===== src/rtl/shreg_seq_ctrl.sv =====
// Command sequencer for a 4-bit universal shift register: takes one load/shift/rotate op per
// handshake, drives MODO/ENB/DIR/S_IN/D for the exact cycle count, and returns Q and S_OUT samples.
module shreg_seq_ctrl #(
   parameter int WIDTH = 4,
   parameter int CNT_W = 4
) (
   input  logic                    CLK,
   input  logic                    RESET_L,
   input  logic                    CMD_VALID,
   output logic                    CMD_READY,
   input  logic [1:0]              CMD_OP,
   input  logic                    CMD_DIR,
   input  logic [CNT_W-1:0]        CMD_CNT,
   input  logic [WIDTH-1:0]        CMD_DATA,
   input  logic                    CMD_SIN,
   output logic                    ENB,
   output logic                    DIR,
   output logic [1:0]              MODO,
   output logic [WIDTH-1:0]        D,
   output logic                    S_IN,
   input  logic [WIDTH-1:0]        Q,
   input  logic                    S_OUT,
   output logic                    RSP_VALID,
   input  logic                    RSP_READY,
   output logic [WIDTH-1:0]        RSP_Q,
   output logic [(2**CNT_W)-2:0]   RSP_SBITS,
   output logic                    BUSY
);

   localparam int SB_W = (2**CNT_W) - 1;

   localparam logic [1:0] OP_SHIFT   = 2'b00;
   localparam logic [1:0] OP_ROTATE  = 2'b01;
   localparam logic [1:0] OP_LOAD    = 2'b10;
   localparam logic [1:0] OP_LOAD_SO = 2'b11;

   localparam logic [1:0] MODO_SHIFT  = 2'b00;
   localparam logic [1:0] MODO_ROTATE = 2'b01;
   localparam logic [1:0] MODO_LOAD   = 2'b10;
   localparam logic [1:0] MODO_HOLD   = 2'b11;

   typedef enum logic [2:0] {
      S_IDLE,
      S_LOAD,
      S_SHIFT,
      S_SETTLE,
      S_RESP
   } state_t;

   state_t             state_q;
   state_t             state_d;

   logic [1:0]         op_q;
   logic [CNT_W-1:0]   cnt_q;
   logic               dir_q;
   logic [WIDTH-1:0]   data_q;
   logic               sin_q;
   logic               rsp_valid_q;
   logic [WIDTH-1:0]   rsp_q_q;
   logic [SB_W-1:0]    sbits_q;

   logic               accept;
   logic               shift_edge;
   logic               settle_edge;
   logic               rsp_done;

   // Shift-class modes: only op 01 rotates, ops 00 and 11 shift.
   function automatic logic [1:0] shift_modo(input logic [1:0] op);
      return (op == OP_ROTATE) ? MODO_ROTATE : MODO_SHIFT;
   endfunction

   // Load+shift-out always feeds zeros behind the data leaving the register.
   function automatic logic shift_sin(input logic [1:0] op, input logic sin);
      return (op == OP_LOAD_SO) ? 1'b0 : sin;
   endfunction

   always_comb begin
      state_d     = state_q;
      ENB         = 1'b0;
      MODO        = MODO_HOLD;
      D           = '0;
      S_IN        = 1'b0;
      accept      = 1'b0;
      shift_edge  = 1'b0;
      settle_edge = 1'b0;
      rsp_done    = 1'b0;

      case (state_q)
         S_IDLE: begin
            if (CMD_VALID) begin
               accept = 1'b1;
               if (CMD_OP[1])
                  state_d = S_LOAD;
               else if (CMD_CNT != '0)
                  state_d = S_SHIFT;
               else
                  state_d = S_SETTLE;
            end
         end
         S_LOAD: begin
            ENB  = 1'b1;
            MODO = MODO_LOAD;
            D    = data_q;
            if (op_q == OP_LOAD_SO && cnt_q != '0)
               state_d = S_SHIFT;
            else
               state_d = S_SETTLE;
         end
         S_SHIFT: begin
            ENB        = 1'b1;
            MODO       = shift_modo(op_q);
            S_IN       = shift_sin(op_q, sin_q);
            shift_edge = 1'b1;
            if (cnt_q == CNT_W'(1))
               state_d = S_SETTLE;
         end
         S_SETTLE: begin
            settle_edge = 1'b1;
            state_d     = S_RESP;
         end
         S_RESP: begin
            if (rsp_valid_q && RSP_READY) begin
               rsp_done = 1'b1;
               state_d  = S_IDLE;
            end
         end
         default: state_d = S_IDLE;
      endcase
   end

   always_ff @(posedge CLK) begin
      if (!RESET_L) begin
         state_q     <= S_IDLE;
         op_q        <= OP_SHIFT;
         cnt_q       <= '0;
         dir_q       <= 1'b0;
         rsp_valid_q <= 1'b0;
         rsp_q_q     <= '0;
         sbits_q     <= '0;
      end else begin
         state_q <= state_d;
         if (accept) begin
            op_q    <= CMD_OP;
            cnt_q   <= CMD_CNT;
            sbits_q <= '0;
            // DIR only moves when the op will really shift, so idle DIR is the last one used.
            if (CMD_OP != OP_LOAD && CMD_CNT != '0)
               dir_q <= CMD_DIR;
         end
         if (shift_edge) begin
            cnt_q   <= cnt_q - CNT_W'(1);
            sbits_q <= (sbits_q << 1) | SB_W'(S_OUT);
         end
         if (settle_edge) begin
            rsp_q_q     <= Q;
            rsp_valid_q <= 1'b1;
         end
         if (rsp_done)
            rsp_valid_q <= 1'b0;
      end
   end

   // Payload fields are only consumed after an accept, so they carry no reset.
   always_ff @(posedge CLK) begin
      if (accept) begin
         data_q <= CMD_DATA;
         sin_q  <= CMD_SIN;
      end
   end

   assign CMD_READY = (state_q == S_IDLE);
   assign BUSY      = (state_q != S_IDLE);
   assign DIR       = dir_q;
   assign RSP_VALID = rsp_valid_q;
   assign RSP_Q     = rsp_q_q;
   assign RSP_SBITS = sbits_q;

endmodule


===== config.mk =====
export PLATFORM = sky130hd
export DESIGN_NAME = shreg_seq_ctrl
export DESIGN_NICKNAME = d
export VERILOG_FILES = /design/src/rtl/shreg_seq_ctrl.sv
export SDC_FILE = /design/constraint.sdc
export NUM_CORES = 1
export LEC_CHECK = 0
export CORE_ASPECT_RATIO = 0.5
export CORE_MARGIN = 10
export CORE_UTILIZATION = 34
export CTS_BUF_LIST = sky130_fd_sc_hd__clkbuf_4 sky130_fd_sc_hd__clkbuf_8
export CTS_CLUSTER_DIAMETER = 200
export DETAILED_ROUTE_END_ITERATION = 16
export HOLD_SLACK_MARGIN = 0.06
export MAX_ROUTING_LAYER = met4
export PLACE_DENSITY = 0.63
export REMOVE_ABC_BUFFERS = 1
export SYNTH_ARGS = -nofsm -noshare
export SYNTH_HDL_FRONTEND = slang
export SYNTH_SLANG_ARGS = --single-unit

===== constraint.sdc =====
create_clock -name CLK -period 4.6 [get_ports CLK]
set_input_delay 0.92 -clock CLK [delete_from_list [all_inputs] [get_ports CLK]]
set_output_delay 0.92 -clock CLK [all_outputs]
set_load 0.02 [all_outputs]

# Word-level counts from Yosys, hierarchy flattened
# Cells that the tools add are included.
# totals
ff_bits	35
in_bits	21
output_inout_bits	31
# op_classes
add_sub_neg	1
n_eq_ne	11
n_mux	23
bitwise_logic	2
n_reduce_logical	12
# op_table
operator	count
2-to-1 mux 15 bit	2
bitwise OR 15 x 1 -> 15 bit	1
one-hot mux 3 bit (5 select lines)	1
2-to-1 mux 1 bit	12
2-to-1 mux 4 bit	3
2-to-1 mux 3 bit	3
!= test 2 bit, second input constant	4
nonzero test 4 bit	2
equality test 3 x 2 -> 1 bit, second input constant	2
equality test 4 x 1 -> 1 bit, second input constant	1
one-hot mux 2 bit (2 select lines)	1
OR reduction 2 bit	2
subtractor 4 x 1 -> 4 bit, second input constant	1
equality test 3 x 1 -> 1 bit, second input constant	1
equality test 3 bit, second input constant	1
logical AND 1 bit	3
logical NOT 3 bit	1
AND reduction 3 bit	1
nonzero test 3 bit	1
equality test 2 x 1 -> 1 bit, second input constant	1
equality test 2 bit, second input constant	1
2-to-1 mux 2 bit	1
AND reduction 2 bit	1
nonzero test 2 bit	1
NOT 1 bit	1

# Logic depth before layout (Yosys ltp)
# Gate-level depths: netlist (run 1).
# depth
ltp_word	5
ltp_mapped	6

# Least setup slack after synthesis (run 1)
# Ideal clock, no wire load.
# synth_timing
path_kind	register -> output
from	register state_q[1]
to	output MODO[0]
arrival_ns	1.396
setup_slack_ns	2.284
stages_incl_launch_ff	6
path_buffers	2
cell_sequence	dfxtp_1 -> buf_6 -> nor3b_1 -> buf_2 -> a21o_1 -> nand2_1
# synth_between
elab_chain_len	2
word_cells_on_any_way	3
classes_between	eq/ne (2); mux (1)
# synth_lines
item	line	rtl
from (decl)	50	state_t state_q;
from (signal assigned)	141	state_q <= state_d;
equality test 3 x 2 -> 1 bit or equality test 3 x 1 -> 1 bit (tied branches)	88	case (state_q)
one-hot mux 2 bit (2 select lines) *	88	
to (decl)	18	output logic [1:0] MODO,
# Mark *: on every way between the ends. The rest lies on a longest branch, timed or not.

# Worst setup path after layout (run 1)
# layout_timing
from	register state_q[0]
to	output MODO[1]
# The elaborated chain is that of the path after synthesis.

==> impl_metrics.py, run 1 <==
metrics = {
    "outcome": {
        "status": "completed",
    },
    "worst_setup_path": {
        "cp_top_family": "buffers and inverters",
        "crit_type": "flop to output port",
        "critPathBufInv": 3,
        "critPathCapture": "MODO[1]",
        "worstPathArrival_ns": 2.12,
        "cp.depth": 4,
        "end_kind": "output port",
        "worstRegToRegCells": 3,
        "cp_cell_sequence": "nor3b_2, buf_4, inv_2, clkdlybuf4s50_1",
        "required_ns": 3.68,
        "crit_path_start_kind": "flop",
        "crit_fanout": 22,
        "max_stage_delay_ns": 0.68,
        "worstSetupStartpoint": "state_q[0]",
        "critical_path.slowest_cell": "clkdlybuf4s50_1",
        "r2r_end": "DIR",
        "reg2reg_slack_ns": 2.87,
        "r2r-start": "state_q[0]",
    },
    "grt": {
        "grt_max_degree": 31,
        "grt_pass1_wl_um": 6040,
        "grt_pass1_vias": 1234,
        "gr-total-overflow": 0,
        "antenna_found_initial": 0,
        "track_usage_pct": 9.94,
    },
    "drt": {
        "dr.first_iter.drc_count": 43,
        "routed_wl_um": 3830,
        "drc": 0,
        "vias": 1319,
        "dr.pass1.iters": 4,
        "post_drt_wl_per_cell_um": 14.2,
        "ant_nets": 0,
        "vias_per_cell": 4.90,
    },
    "sta": {
        "min_period_ns": 3.04,
        "max-slew-margin-rel_pct": 36.0,
        "fmax_ghz": 0.329,
        "finalHoldViolations": 0,
        "finalSetupViolCount": 0,
        "rsz0062_at_grt": "false",
        "setup_tns_ns": 0,
        "worst_slew_pin_slew_ns": 0.957,
        "finalCritPeriodShare_pct": 66.1,
        "drv_slew": 0,
        "fin_worst_skew_ns": 0.00633,
    },
    "power_and_ir_drop": {
        "p_leak_nw": 0.789,
        "ir_drop_mv": 0.132,
        "p_per_area_mw_per_mm2": 347,
    },
    "flow_run": {
        "drv_cap": 0,
    },
    "logic_synthesis": {
        "yosysWarnings": 0,
        "ys_seq_area_share_pct": 48.4,
        "synth-main-ff-cell": "dfxtp_1",
        "syn_area_per_cell_um2": 9.45,
        "synth_top_cell_area_share_pct": 38.7,
        "synth_seq_cells": 35,
        "synth.most_common_cell": "dfxtp_1",
        "syn_inst": 164,
        "synth.cell_area_mm2": 0.00155,
        "synth-edff-count": 5,
        "synthArstFlopShare_pct": 0,
        "ys_types": 38,
        "synthTopCellsByCount": "30 x dfxtp_1, 23 x nand2_1, 19 x a21boi_0",
        "synth.area.top_cells": "dfxtp_1 39%, edfxtp_1 9.7%, a21boi_0 9.2%",
        "yosys.area.top_type": "dfxtp_1",
    },
    "final_layout": {
        "antennaDiodeCount": 0,
        "area_delta_synth_final_pct": 40.4,
        "final_net_count": 234,
        "fillers": 429,
        "drive_above_1_share_pct": 7.55,
        "regArea_um2": 751,
        "final_core_util_pct": 49.4,
        "multi_input_area_um2": 718,
    },
    "clock_network": {
        "cts.root.buffer_cell": "clkbuf_8",
        "ctsResizeCount": 0,
        "cts_setup_buffers": 0,
        "clk_path_buf_depth": 2,
        "clock_latency_ns": 0.29,
        "hold_buffers": 0,
        "cts_made_buffers": 5,
        "numClockSinks": 35,
        "cts_max_level": 2,
        "cts_tree": "done",
        "clk_pin_slew_ns": 0.07,
    },
    "floorplanning": {
        "die_h_um": 67.7,
        "io_pins": 52,
        "fp.dieW_um": 115,
        "row_count": 17,
        "die-area_mm2": 0.00782,
        "placeableCoreArea_mm2": 0.00440,
        "start_util_pct": 35.2,
    },
    "placed_design": {
        "dpl.hpwl_um": 2780,
        "gp_congestion": 0.759,
        "portBuffers": 51,
    },
    "hold_path": {
        "hp-class": "flop to flop",
    },
}
-- cells in the final DEF (no fill, tap or decap), types with 2 or more instances in the layout --
cell             count
clkdlybuf4s50_1     51
dfxtp_1             30
nand2_1             23
a21boi_0            19
nand3_1             17
and3_1               6
clkbuf_8             6
nor2b_1              5
edfxtp_1             5
inv_1                4
nor2_1               4
mux2i_1              4
a31oi_1              3
inv_2                2
or3_1                2
nand3b_1             2
a21oi_1              2
o211ai_1             2
nand2b_1             2
a211oi_1             2
ha_1                 2
-- cells by family (layout without fill, tap and decap cells) --
kind of cell	count (synthesis)	in the layout	share of synthesized area (%)
simple gates	66	66	21.5
compound gates	39	39	20.3
flops	35	35	48.4
buf+inv	18	66	5.57
mux	4	4	2.58
fa+ha+maj	2	2	1.61
-- registers in the layout, summed over array words and instances, names as in the netlist --
| name | count |
|---|---|
| cnt_q | 4 |
| RSP_Q | 4 |
| op_q | 2 |
| DIR | 1 |
| data_q | 4 |
| sin_q | 1 |
| state_q | 3 |
| RSP_VALID | 1 |
| RSP_SBITS | 15 |
-- worst min-delay path, stage by stage (launching register included) --
cell and delay [ns]:
dfxtp_1 0.32, nand2_1 0.05, a21boi_0 0.06
-- metrics by stage --
step                      cell area [µm²]  power, mW  setup WS, ns  std cells  hold WS [ns]
after floorplan                      1490      0.447          1.52        152         0.465
after global placement               2080      0.526          1.90        261         0.474
after detailed placement             2080      0.529          1.87        261         0.475
after CTS                            2180      0.766          1.54        269         0.486
after global routing                 2180      0.793          1.39        269         0.517
final                                2180      0.755          1.56        269         0.483
-- power by group --
part / switching, mW / internal (mW) / total, mW
Clock: 0.107 / 0.127 / 0.234
Combinational: 0.0957 / 0.0784 / 0.174
Sequential: 0.0173 / 0.330 / 0.347
Total: 0.220 / 0.535 / 0.755
-- routing by layer --
metal / global-route usage [%] / vias up / part of all wire, %
li1: - / 669 / -
met1: 10.8 / 615 / 43
met2: 17.2 / 30 / 52
met3: 2.83 / 5 / 4.7
met4: 3.92 / 0 / 1.1
met5: - / - / 0
-- worst min path at each step --
stage | startpoint | end | slack, ns | cells after the start
5_1_grt | RSP_SBITS[4] | RSP_SBITS[5] | 0.52 | 2
2_1_floorplan | op_q[1] | op_q[1] | 0.47 | 2
4_1_cts | RSP_SBITS[9] | RSP_SBITS[10] | 0.49 | 2
3_3_place_gp | RSP_SBITS[7] | RSP_SBITS[8] | 0.47 | 2
3_5_place_dp | RSP_SBITS[9] | RSP_SBITS[10] | 0.47 | 2
6_report | RSP_SBITS[7] | RSP_SBITS[8] | 0.48 | 2
-- area by class of cell --
class	count	share of cell area (%)
inverters	6	1.04
repair buffers	52	23.8
multi-input cells	111	33.0
clock inverters	1	0.230
clock buffers	7	4.14
flip-flops and latches	35	34.5
well taps	57	3.28
No activity file was read; power rests on OpenSTA's default activity.
==> run 2: changes to the inputs <==
==> constraint.sdc (replaced) <==
create_clock -name CLK -period 3.05 [get_ports CLK]
set_input_delay 0.61 -clock CLK [delete_from_list [all_inputs] [get_ports CLK]]
set_output_delay 0.61 -clock CLK [all_outputs]
set_load 0.02 [all_outputs]
==> run 2 against run 1 <==
  * Combinational power grew 51%
  * Final area grew 0.17%
  * Setup slack lost 1.1 ns
  * Clock power grew 39%
  * Wire length shrank 1.5%
  * Via count grew 0.91%
  * Highest routed layer unchanged
  * Final cell count grew 0.37%
  * Core utilization grew 0.085 points
  * Flip-flop and latch count is the same
  * Worst hold slack lost 0.0061 ns
==> impl_metrics.py, run 2 (same netlist as run 1, synthesis figures left out) <==
metrics = {
    "floorplanning": {
        "io_pins": 52,
        "start_util_pct": 35.2,
        "placeableCoreArea_mm2": 0.00440,
        "row_count": 17,
        "fp.dieW_um": 115,
        "die_h_um": 67.7,
        "die-area_mm2": 0.00782,
    },
    "worst_setup_path": {
        "worstPathArrival_ns": 2.02,
        "crit_fanout": 21,
        "reg2reg_slack_ns": 1.32,
        "worstSetupStartpoint": "state_q[1]",
        "required_ns": 2.44,
        "r2r-start": "state_q[0]",
        "crit_type": "flop to output port",
        "max_stage_delay_ns": 0.61,
        "critical_path.slowest_cell": "clkdlybuf4s50_1",
        "crit_path_start_kind": "flop",
        "end_kind": "output port",
        "cp_top_family": "buffers and inverters",
        "cp_cell_sequence": "nor3b_2, inv_2, clkdlybuf4s50_1",
        "critPathBufInv": 2,
    },
    "placed_design": {
        "preCtsSetupSlack_ns": 0.691,
        "placed_cell_area_mm2": 0.00210,
        "dpl.cell_count": 263,
        "portBuffers": 51,
        "gp_congestion": 0.768,
        "dpl.hpwl_um": 2840,
    },
    "clock_network": {
        "clock_latency_ns": 0.28,
        "numClockSinks": 35,
        "cts_made_buffers": 5,
        "ctsResizeCount": 0,
        "cts.root.buffer_cell": "clkbuf_8",
        "clk_pin_slew_ns": 0.07,
        "cts_setup_buffers": 0,
        "cts_tree": "done",
        "clk_path_buf_depth": 2,
        "cts_max_level": 2,
        "hold_buffers": 0,
    },
    "power_and_ir_drop": {
        "finalPower_mw": 1.11,
        "p_per_area_mw_per_mm2": 510,
        "ir_drop_mv": 0.198,
        "p_leak_nw": 0.793,
    },
    "grt": {
        "grt_pass1_wl_um": 6330,
        "track_usage_pct": 10.2,
        "grt_pass1_vias": 1339,
        "antenna_found_initial": 0,
        "grt_max_degree": 26,
        "gr-total-overflow": 0,
    },
    "final_layout": {
        "fillers": 432,
        "final_cell_mix": "51 x clkdlybuf4s50_1, 30 x dfxtp_1, 23 x nand2_1",
        "area_delta_synth_final_pct": 40.6,
        "drive_above_1_share_pct": 7.98,
        "fin_cells": 270,
        "final_net_count": 236,
        "antennaDiodeCount": 0,
        "final_cell_area_mm2": 0.00218,
        "multi_input_area_um2": 718,
        "regArea_um2": 751,
        "final_core_util_pct": 49.5,
        "largest_register_ffs": 15,
        "final_common_cell": "clkdlybuf4s50_1",
    },
    "sta": {
        "fin_hold_ws_ns": 0.477,
        "fmax_ghz": 0.380,
        "setup_tns_ns": 0,
        "rsz0062_at_grt": "false",
        "fin_worst_skew_ns": 0.00615,
        "finalHoldViolations": 0,
        "finalSetupViolCount": 0,
        "min_period_ns": 2.63,
        "setup_slack_ns": 0.420,
        "finalCritPeriodShare_pct": 86.2,
        "max-slew-margin-rel_pct": 71.2,
        "worst_slew_pin_slew_ns": 0.431,
        "drv_slew": 0,
    },
    "hold_path": {
        "hp-class": "flop to flop",
        "worstHoldStart": "RSP_SBITS[8]",
    },
    "outcome": {
        "status": "completed",
    },
    "drt": {
        "vias_per_cell": 4.93,
        "ant_nets": 0,
        "post_drt_wl_per_cell_um": 14.0,
        "vias": 1331,
        "routed_wl_um": 3780,
        "dr.first_iter.drc_count": 44,
        "drc": 0,
        "dr.pass1.iters": 4,
    },
    "flow_run": {
        "drv_cap": 0,
    },
}
-- run 2: area by class of cell --
class	instances	area share (%)
Tap cell	57	3.27
Timing Repair Buffer	54	24.5
Clock buffer	7	3.85
Sequential cell	35	34.4
Multi-Input combinational cell	111	33.0
Inverter	6	1.03
-- run 2: worst paths after layout --
| check | endpoint | depth (start not counted) |
|---|---|---|
| worst max-delay path | MODO[1] | 3 |
| worst min-delay path | RSP_SBITS[9] | 2 |
| worst max register to register | cnt_q[2] | 4 |
| worst min register to register | RSP_SBITS[9] | 2 |
-- run 2: worst register-to-register path, cell delays in order (launching register included) --
cell	delay (ns)
dfxtp_1	0.43
or4b_4	0.70
inv_2	0.25
a211oi_1	0.08
nor3_1	0.19
-- run 2: power breakdown --
part | internal (mW) | switching [mW] | leakage, nW
Clock | 0.175 | 0.150 | 0.0452
Combinational | 0.119 | 0.144 | 0.457
Sequential | 0.497 | 0.0258 | 0.291
Total | 0.791 | 0.320 | 0.793
-- run 2: metal layers --
layer	vias to the layer above	global-route usage, %	share of wire [%]
li1	675	-	-
met1	631	10.8	43
met2	21	18.1	51
met3	4	3.01	4.9
met4	0	3.29	0.95
met5	-	-	0
==> run 3: changes to the inputs <==
--- a/config.mk
+++ b/config.mk
@@ -11,10 +11,10 @@
 export CTS_BUF_LIST = sky130_fd_sc_hd__clkbuf_4 sky130_fd_sc_hd__clkbuf_8
 export CTS_CLUSTER_DIAMETER = 200
 export DETAILED_ROUTE_END_ITERATION = 16
-export HOLD_SLACK_MARGIN = 0.06
 export MAX_ROUTING_LAYER = met4
 export PLACE_DENSITY = 0.63
 export REMOVE_ABC_BUFFERS = 1
+export SLEW_MARGIN = 0
 export SYNTH_ARGS = -nofsm -noshare
 export SYNTH_HDL_FRONTEND = slang
 export SYNTH_SLANG_ARGS = --single-unit
==> results of run 3 <==
Final layout, timing and power as in run 2 (identical DEF).
==> RTL edit 1 (flow settings as in run 2) <==
Re-encode `state_t` (5 states) as one-hot, 5 bits wide.
--- a/src/rtl/shreg_seq_ctrl.sv
+++ b/src/rtl/shreg_seq_ctrl.sv
@@ -40,10 +40,10 @@
    localparam logic [1:0] MODO_HOLD   = 2'b11;
 
-   typedef enum logic [2:0] {
-      S_IDLE,
-      S_LOAD,
-      S_SHIFT,
-      S_SETTLE,
-      S_RESP
+   typedef enum logic [4:0] {
+      S_IDLE   = 5'b00001,
+      S_LOAD   = 5'b00010,
+      S_SHIFT  = 5'b00100,
+      S_SETTLE = 5'b01000,
+      S_RESP   = 5'b10000
    } state_t;
 
Function: same outputs for any inputs over 10 cycles, from zero or initial values and one cycle with RESET_L low; not proved beyond that.
==> RTL edit 1 against run 2 <==
- sequential cell count grew 2
- fmax shrank 6.4%
- worst setup slack lost 0.18 ns
- routed wire length grew 4.8%
- final area grew 5.9%
- total power grew 13%
- highest routed layer unchanged
- area after synthesis grew 4.9%
- synthesized cell count grew 10%
- die area grew 3.8%
==> RTL edit 1: results (changes against run 2) <==
| Metric | Value |
|---|---|
| Max FFs per register | `15 (unchanged)` |
| Synth Warn # | `0 (unchanged)` |
| Worst vdd ir | `0.000203 V (was 0.000198 V)` |
| Ranking of synthesized cells by area | `dfxtp_1 39%, edfxtp_1 9.2%, nand2_1 6.9% (was dfxtp_1 39%, edfxtp_1 9.7%, a21boi_0 9.2%)` |
| Routed vias | `1429 (was 1331)` |
| WL/cell | `13.2 µm (was 14.0 µm)` |
| Mapped Avg Cell Area | `8.99 µm² (was 9.45 µm²)` |
| All-Layer GR Usage | `10.4% (was 10.2%)` |
| RePlAce Congestion | `0.782 (was 0.768)` |
| Sequential area share after synthesis | `48.6% (was 48.4%)` |
| Yosys cell types | `40 (was 38)` |
| Placed insts | `292 (was 263)` |
| Largest net degree at the start of global routing | `29 (was 26)` |
| FILL cells | `433 (was 432)` |
| Nets | `256 (was 236)` |
| MaxCap Viol Count | `0 (unchanged)` |
| Status | `finished, final reports clean (unchanged)` |
| Worst Path Arrival | `2.20 ns (was 2.02 ns)` |
| Share of layout cells above drive strength 1 | `10.3% (was 7.98%)` |
| Lkg Pwr | `0.855 nW (was 0.793 nW)` |
| Worst-case reg-to-reg path depth | `9 (was 4)` |
| Number of DRC markers in iteration 0 | `87 (was 44)` |
| Slowest stage cell on the critical path | `clkdlybuf4s50_1 (unchanged)` |
| Crit-path max FO | `7 (was 21)` |
| Root Buffer | `clkbuf_8 (unchanged)` |
| H-tree lvl count | `2 (unchanged)` |
| Hpwl dp | `2960 µm (was 2840 µm)` |
| # port buffers | `51 (unchanged)` |
| Vias in the first global route | `1462 (was 1339)` |
| Clk_skew | `0.00939 ns (was 0.00615 ns)` |
| Maximum clock path buffer count | `2 (unchanged)` |
| Fin cells | `300 (was 270)` |
| Worst-Skew Late Latency | `0.29 ns` |
| Post-synth top cells | `32 x dfxtp_1, 30 x nand2_1, 22 x a21oi_1 (was 30 x dfxtp_1, 23 x nand2_1, 19 x a21boi_0)` |
| Worst-Margin Slew | `0.466 ns (was 0.431 ns)` |
| First-pass GRT wire length | `6780 µm (was 6330 µm)` |
## RTL edit 1: final timing paths
kind | startpoint | end | slack (ns)
hold / removal | RSP_SBITS[6] | RSP_SBITS[7] | 0.47
setup reg to reg | state_q[4] | cnt_q[1] | 1.23
hold reg to reg | RSP_SBITS[6] | RSP_SBITS[7] | 0.47
setup / recovery | state_q[2] | ENB | 0.24
## RTL edit 1: where the power goes
part / switching [mW] / internal (mW)
Sequential: 0.0169 / 0.521
Clock: 0.172 / 0.325
Combinational: 0.122 / 0.0940
Total: 0.311 / 0.940
## RTL edit 1: metrics by stage
| stage | cell area (µm²) | worst slack [ns] |
|---|---|---|
| after floorplan | 1560 | 0.426 |
| after global placement | 2170 | 0.557 |
| after global routing | 2310 | 0.102 |
| after detailed placement | 2170 | 0.524 |
| after CTS | 2310 | 0.209 |
| final | 2310 | 0.238 |
## RTL edit 1: final cells by class
cell class	instances	area share, %
well taps	66	3.58
flip-flops and latches	37	34.3
clock inverters	3	2.82
inverters	7	1.14
repair buffers	54	23.1
clock buffers	5	2.98
multi-input cells	128	32.1
## RTL edit 1: kinds of logic after synthesis
kind of cell	count (synthesis)	synth area share, %
AND/OR/NAND/NOR	85	26.7
XOR/XNOR	1	0.539
multiplexers	5	3.08
flip-flops	37	48.6
buffers and inverters	16	5.85
adder cells (fa/ha/maj)	2	1.54
AO/OA/AOI/OAI	35	13.7
## RTL edit 1: critical path: cells and delay by family (launching register included)
family                 cells  cell delay (ns)
buffers and inverters      1             0.61
DFF                        1             0.36
and+or+nand+nor            3             0.95
## RTL edit 1: per-layer routing
metal	share of wire, %	wire [µm]	track usage, %	vias up
met5	0	0	-	-
met4	1.4	57	3.67	0
met3	2.7	106	2.59	5
met2	50	1990	19.4	20
met1	46	1800	10.9	675
li1	-	-	-	729
==> RTL edit 2 (config.mk and constraints of run 2) <==
Without the edit above. Change the parameter `WIDTH` from 4 to 6.
--- a/src/rtl/shreg_seq_ctrl.sv
+++ b/src/rtl/shreg_seq_ctrl.sv
@@ -2,5 +2,5 @@
 // handshake, drives MODO/ENB/DIR/S_IN/D for the exact cycle count, and returns Q and S_OUT samples.
 module shreg_seq_ctrl #(
-   parameter int WIDTH = 4,
+   parameter int WIDTH = 6,
    parameter int CNT_W = 4
 ) (
Interface: changed (resized CMD_DATA, D, Q and RSP_Q); port bits go from 52 to 60. The function was not compared with the original's and may differ.
==> RTL edit 2 against run 2 <==
- routed wire length is 14% higher
- sequential cell count rose by 4
- count of clock-buffer cells in the layout grew 1
- total power rose by 12%
- sequential power increased by 11%
- area after synthesis increased by 8.9%
- highest routed layer unchanged
- clock skew rose by 0.0019 ns
- via count rose by 5.9%
- non-clock buffer count is 7 higher
- final area is 11% higher
- worst setup slack got worse by 0.13 ns
- core utilization rose by 3.2 points
- first-iteration DRC count is 70% higher
- register-to-register slack got worse by 0.07 ns
==> RTL edit 2: results (changes against run 2) <==
| Metric | Value |
|---|---|
| Status | `finished, final reports clean (unchanged)` |
| Sw frac | `27.4% (was 28.8%)` |
| Combinational share of power | `22.4% (was 23.7%)` |
| Share of layout cells above drive strength 1 | `6.47% (was 7.98%)` |
| Flop pwr share | `46.7% (was 47.1%)` |
| Placed insts | `290 (was 263)` |
| All-Layer GR Usage | `10.1% (was 10.2%)` |
| GR Util met2 | `16.2% (was 18.1%)` |
| Post-synth EDFFs | `7 (was 5)` |
| Non-CTS inverters | `8 (was 6)` |
| Routed wire length on met3 | `251 µm (was 185 µm)` |
| Multi-Input Combinational | `116 (was 111)` |
| Worst vdd ir | `0.000175 V (was 0.000198 V)` |
| Post-synthesis mux area share | `3.56% (was 2.58%)` |
| Met1 usage | `11.6% (was 10.8%)` |
| Post-Synth Adder-Cell Area | `1.48% (was 1.61%)` |
| Post-synth top cells | `32 x dfxtp_1, 23 x nand2_1, 20 x a21boi_0 (was 30 x dfxtp_1, 23 x nand2_1, 19 x a21boi_0)` |
| First-pass GRT wire length | `6890 µm (was 6330 µm)` |
| Met2 wire length | `2010 µm (was 1930 µm)` |
| Routed met1 length | `1990 µm (was 1630 µm)` |
| RR Startpoint | `state_q[1] (was state_q[0])` |
| FILL cells | `445 (was 432)` |
| Multi-input logic portion of the cell area | `30.9% (was 33.0%)` |
| Non-clk bufs | `61 (was 54)` |
| Synth Register Bits | `39 (was 35)` |
| Total routed wirelength | `4290 µm (was 3780 µm)` |
| Sequential area share after synthesis | `50.4% (was 48.4%)` |
| Ranking of synthesized cells by area | `dfxtp_1 38%, edfxtp_1 12%, a21boi_0 8.9% (was dfxtp_1 39%, edfxtp_1 9.7%, a21boi_0 9.2%)` |
| Clk_skew | `0.00801 ns (was 0.00615 ns)` |
| Routed vias | `1409 (was 1331)` |
| Worst-Margin Slew | `0.929 ns (was 0.431 ns)` |
| Worst Path Arrival | `2.15 ns (was 2.02 ns)` |
| # port buffers | `59 (was 51)` |
## RTL edit 2: cell count changes after synthesis, moves of 2 or more
cell	run 2	this run
nor2b_1	5	7
mux2i_1	4	6
edfxtp_1	5	7
and2_1	1	7
and3_1	6	1
or3_1	2	0
dfxtp_1	30	32
buf_2	3	1
inv_1	4	7
## RTL edit 2: worst max path at each step
stage	start	end	slack, ns	cells past startpoint
3_5_place_dp	state_q[1]	S_IN	0.61	4
5_1_grt	state_q[0]	D[3]	0.14	3
4_1_cts	state_q[0]	D[2]	0.27	3
2_1_floorplan	state_q[1]	MODO[0]	0.16	4
3_3_place_gp	state_q[0]	ENB	0.58	3
6_report	state_q[1]	S_IN	0.29	4
## RTL edit 2: stage by stage
stage	util (%)	setup slack (ns)
final	52.7	0.291
after global routing	52.7	0.142
after CTS	52.7	0.271
after detailed placement	50.5	0.608
after global placement	50.5	0.583
after floorplan	-	0.162
